## config.mk

```make
export PLATFORM = sky130hd
export DESIGN_NAME = feature_pool_head
export DESIGN_NICKNAME = d
export VERILOG_FILES = /design/src/rtl/feature_pool_head.sv
export SDC_FILE = /design/constraint.sdc
export NUM_CORES = 1
export LEC_CHECK = 0
export ABC_AREA = 1
export BUFFER_PORTS_ARGS = -buffer_cell sky130_fd_sc_hd__buf_2
export CORE_AREA = 2 2 68 102
export CTS_BUF_LIST = sky130_fd_sc_hd__clkbuf_8
export DETAILED_ROUTE_END_ITERATION = 8
export DIE_AREA = 0 0 70 104
export PLACE_DENSITY = 0.8
export SYNTH_ARGS = -nofsm -noshare
export SYNTH_HDL_FRONTEND = slang
export SYNTH_SLANG_ARGS = --single-unit
```

## constraint.sdc

```tcl
create_clock -name clk -period 1.9 [get_ports clk]
set_input_delay 0.095 -clock clk [delete_from_list [all_inputs] [get_ports clk]]
set_output_delay 0.095 -clock clk [all_outputs]
set_load 0.03 [all_outputs]
```

## src/rtl/feature_pool_head.sv

```systemverilog
// Temporal global-average pooling over POOL_LEN-sample groups, with a
// one-bit threshold class and a ready/valid result register.
module feature_pool_head #(
    parameter int unsigned DATA_WIDTH = 16,
    parameter int unsigned POOL_LEN   = 32,
    parameter int unsigned ACC_WIDTH  = 32,
    parameter int          THRESHOLD  = 0
) (
    input  logic                               clk,
    input  logic                               rst,
    input  logic signed [DATA_WIDTH-1:0]       in_sample,
    input  logic                               in_valid,
    input  logic                               clear,
    output logic signed [DATA_WIDTH-1:0]       out_pool,
    output logic                               out_class,
    output logic                               out_valid,
    input  logic                               out_ready,
    output logic                               overrun,
    output logic [$clog2(POOL_LEN)-1:0]        group_cnt
);

    localparam int unsigned CNT_W = $clog2(POOL_LEN);
    localparam logic [CNT_W-1:0] LAST_IDX = CNT_W'(POOL_LEN - 1);
    localparam logic signed [DATA_WIDTH-1:0] THRESH = DATA_WIDTH'(THRESHOLD);

    logic signed [ACC_WIDTH-1:0]  acc;
    logic signed [ACC_WIDTH-1:0]  sum;
    logic signed [DATA_WIDTH-1:0] mean;
    logic                         accept;
    logic                         complete;
    logic                         slot_free;

    // Clear takes priority over a same-cycle sample.
    always_comb begin
        accept    = in_valid && !clear;
        complete  = accept && (group_cnt == LAST_IDX);
        slot_free = !out_valid || out_ready;
        sum       = acc + ACC_WIDTH'(in_sample);
        // Arithmetic shift floors toward -inf; the group mean always fits DATA_WIDTH.
        mean      = DATA_WIDTH'(sum >>> CNT_W);
    end

    // Accumulator, group counter and sticky overrun flag.
    always_ff @(posedge clk or posedge rst) begin
        if (rst) begin
            acc       <= '0;
            group_cnt <= '0;
            overrun   <= 1'b0;
        end else if (clear) begin
            acc       <= '0;
            group_cnt <= '0;
            overrun   <= 1'b0;
        end else if (accept) begin
            if (complete) begin
                acc       <= '0;
                group_cnt <= '0;
                if (!slot_free) begin
                    overrun <= 1'b1;
                end
            end else begin
                acc       <= sum;
                group_cnt <= group_cnt + CNT_W'(1);
            end
        end
    end

    // Result slot: load on completion when free, hold while stalled.
    always_ff @(posedge clk or posedge rst) begin
        if (rst) begin
            out_pool  <= '0;
            out_class <= 1'b0;
            out_valid <= 1'b0;
        end else if (complete && slot_free) begin
            out_pool  <= mean;
            out_class <= (mean >= THRESH);
            out_valid <= 1'b1;
        end else if (out_valid && out_ready) begin
            out_valid <= 1'b0;
        end
    end

endmodule
```

==> run summary <==
Post-synth top flop: dfrtp_1
diodes inserted: 0
HP Start: in_valid
GRT Overall Usage: 23.5%
global route total overflow: 0
async set-or-reset flop fraction in the synthesized netlist: 100%
EDFF count, synth: 0
total CTS buffers: 5
DP HPWL: 6.28 mm
synthesized flop and latch total: 45
CTS tree: built
Worst Skew: 11.6 ps
pre-CTS setup slack: -55.9 ps
Pleak: 0.00214 uW
Vias/cell: 5.17
worst vdd ir: 636 uV
Slew Viols, Final: 0
largest net degree at the start of global routing: 26
Mapped Cells: 445
sequential area share after synthesis: 36.2%
Hold Crit Endpoint: group_cnt[1]
post-synth cell types: 32
share of cells above drive strength 1: 27.4%
final setup vio count: 0
Hold Path Depth: 3
Placed Area: 3490 sq um
fillers: 593
setup ws final: 49.7 ps
ranking of synthesized cells by area: dfrtp_1 (36%), nand2_1 (21%), ha_1 (8.9%), inv_1 (6.3%), nand3_1 (5.6%)
reg-to-reg startpoint: acc[0]
drt wl/cell: 14.2 microns
Final Wtd Congestion: 1.04
die area: 7280 sq um
Layout Cell Area excl Fill: 3930 sq um
H-tree levels: 2
number of global-route vias before repair: 3058
Initial Utilization: 48.6%
top-count cell post-synth: nand2_1
Crit path arrival time: 2060 ps
number of max-cap violations: 0
Final Hold Viols: 0
synthesized area per cell: 6.98 sq um
clk slew on worst S/H paths: 90 ps
clk_lat worst skew: 320 ps
global-route wire length before repair: 13.7 mm
slew of the pin with the lowest slew margin: 542 ps
1st-pass router iterations: 4
initial antenna violation count: 0
Startpoint Class: flip-flop
PortBufs: 44
clock root buffer master: clkbuf_8
crit path kind: reg -> reg
Layout area overhead: 26.4%
WL final: 8.29 mm
Placement Rows: 36
maximum clock insertion buffer count: 2
Critical Path Fanout Max: 4
Yosys top cell by area: dfrtp_1
fmax: 0.540 GHz
relative slew slack: 63.8%
Net count, final: 551
worst reg2reg path depth: 13
Final Critical Period: 1850 ps
top cell type's share of synthesized area: 36.2%
Mapped Nets: 489
YS warnings: 0
initial DRC count: 110
flop2flop setup slack: 50 ps
FF-to-FF End: acc[12]
Die Wd: 70 microns
boundary pin count: 45
final antenna-violating net count: 0
die extent in y: 104 microns
Power Density: 720 nW/um^2
drt drc: 0
Post-synth top cells: nand2_1 (176), inv_1 (52), dfrtp_1 (45)
crit end category: flip-flop
synthesized cell area: 3110 sq um
status: complete, no violations
RSZ-0062 raised after global routing: true
Tcrit/Tclk final: 97.4%
clock sinks: 45
worst min path class: in -> reg
Req. time, crit path: 2110 ps
Core Box Area: 6400 sq um
total vias in the final route: 3022
## through the flow
stage / setup TNS [ps] / instances / hold slack (ps) / total power, uW / util [%]
6_report: 0 / 584 / 59.9 / 2830 / 61.4
5_1_grt: -90.1 / 584 / 82.1 / 3010 / 61.4
4_1_cts: 0 / 582 / 54.5 / 2640 / 56.4
3_5_place_dp: -507 / 572 / 165 / 2010 / 54.6
3_3_place_gp: -103 / 572 / 167 / 1980 / 54.6
2_1_floorplan: 0 / 445 / 240 / 1760 / -
## power by group
group	switching (uW)	internal, uW	total, uW
sequential	61.3	1030	1090
clock	372	262	633
combinational	658	445	1100
total	1090	1740	2830
## worst max-delay path, cell delays in order, from the launching register on
cell     delay [ps]
dfrtp_1         370
ha_2            190
inv_2            40
fa_2            390
inv_2            80
nand3_2          90
nand3_4         100
nand2_2          70
nand2_4         100
nand2_2          70
nand2_2          60
nand2_2          60
nand3_2          70
nand2_1          50
## layout make-up
| class | instances | area (sq um) | area share, % |
|---|---|---|---|
| clock inverters | 3 | 21.3 | 0.542 |
| flip-flops and latches | 45 | 1130 | 28.7 |
| inverters | 54 | 203 | 5.16 |
| repair buffers | 61 | 350 | 8.92 |
| multi-input cells | 340 | 2060 | 52.5 |
| clock buffers | 5 | 68.8 | 1.75 |
| well taps | 76 | 95.1 | 2.42 |
## sequential cells by signal, indices dropped and copies added, names as in the netlist
signal and cells:
acc 21, out_pool 16, group_cnt 5, out_class 1
out_valid 1, overrun 1
## what timing repair did
action / in CTS / in global routing
endpoints found under the hold margin: 23 / 0
pin swaps: 1 / 10
setup buffers: 1 / 2
hold buffers: 1 / 0
setup endpoints to repair: 18 / 25
resized for setup: 2 / 61
## worst max-delay path by stage
stage                  from  slack (ps)  cells past startpoint          end
6_report             acc[0]          50                     13      acc[12]
5_1_grt              acc[0]         -30                     13      acc[12]
4_1_cts              acc[8]          30                      9      acc[18]
3_5_place_dp   group_cnt[1]         -60                     12  out_pool[3]
3_3_place_gp         acc[0]         -40                     13      acc[16]
2_1_floorplan  group_cnt[0]          10                     10      acc[20]
## per-layer routing
metal | up-vias | track usage [%] | share of wire, %
met5 | - | 0 | 0
met4 | 0 | 10.7 | 2.9
met3 | 21 | 3.20 | 2.8
met2 | 58 | 43.2 | 54
met1 | 1404 | 26.2 | 40
li1 | 1539 | - | -
## cells by family after synthesis
| logic type | Yosys count | share of synthesized area, % |
|---|---|---|
| flip-flops | 45 | 36.2 |
| AO/OA/AOI/OAI | 36 | 6.61 |
| XOR/XNOR | 6 | 1.69 |
| buffers and inverters | 60 | 7.45 |
| adder cells (fa/ha/maj) | 23 | 9.50 |
| AND/OR/NAND/NOR | 275 | 38.5 |
## layout by cell type, fill, tap and decap left out, drive strengths merged
master / n
nand2: 182
buf: 60
inv: 55
dfrtp: 45
nand3: 38
nor2: 32
ha: 22
a21oi: 14
o21ai: 13
nand3b: 10
clkbuf: 5
nor3: 5
o21bai: 4
xnor2: 4
nand4: 3
and2: 3
a22o: 2
or2: 2
xor2: 2
a31oi: 1
o22ai: 1
a32o: 1
fa: 1
clkinvlp: 1
clkinv: 1
dlygate4sd3: 1
Note: power is estimated with default switching activity, not from simulation.
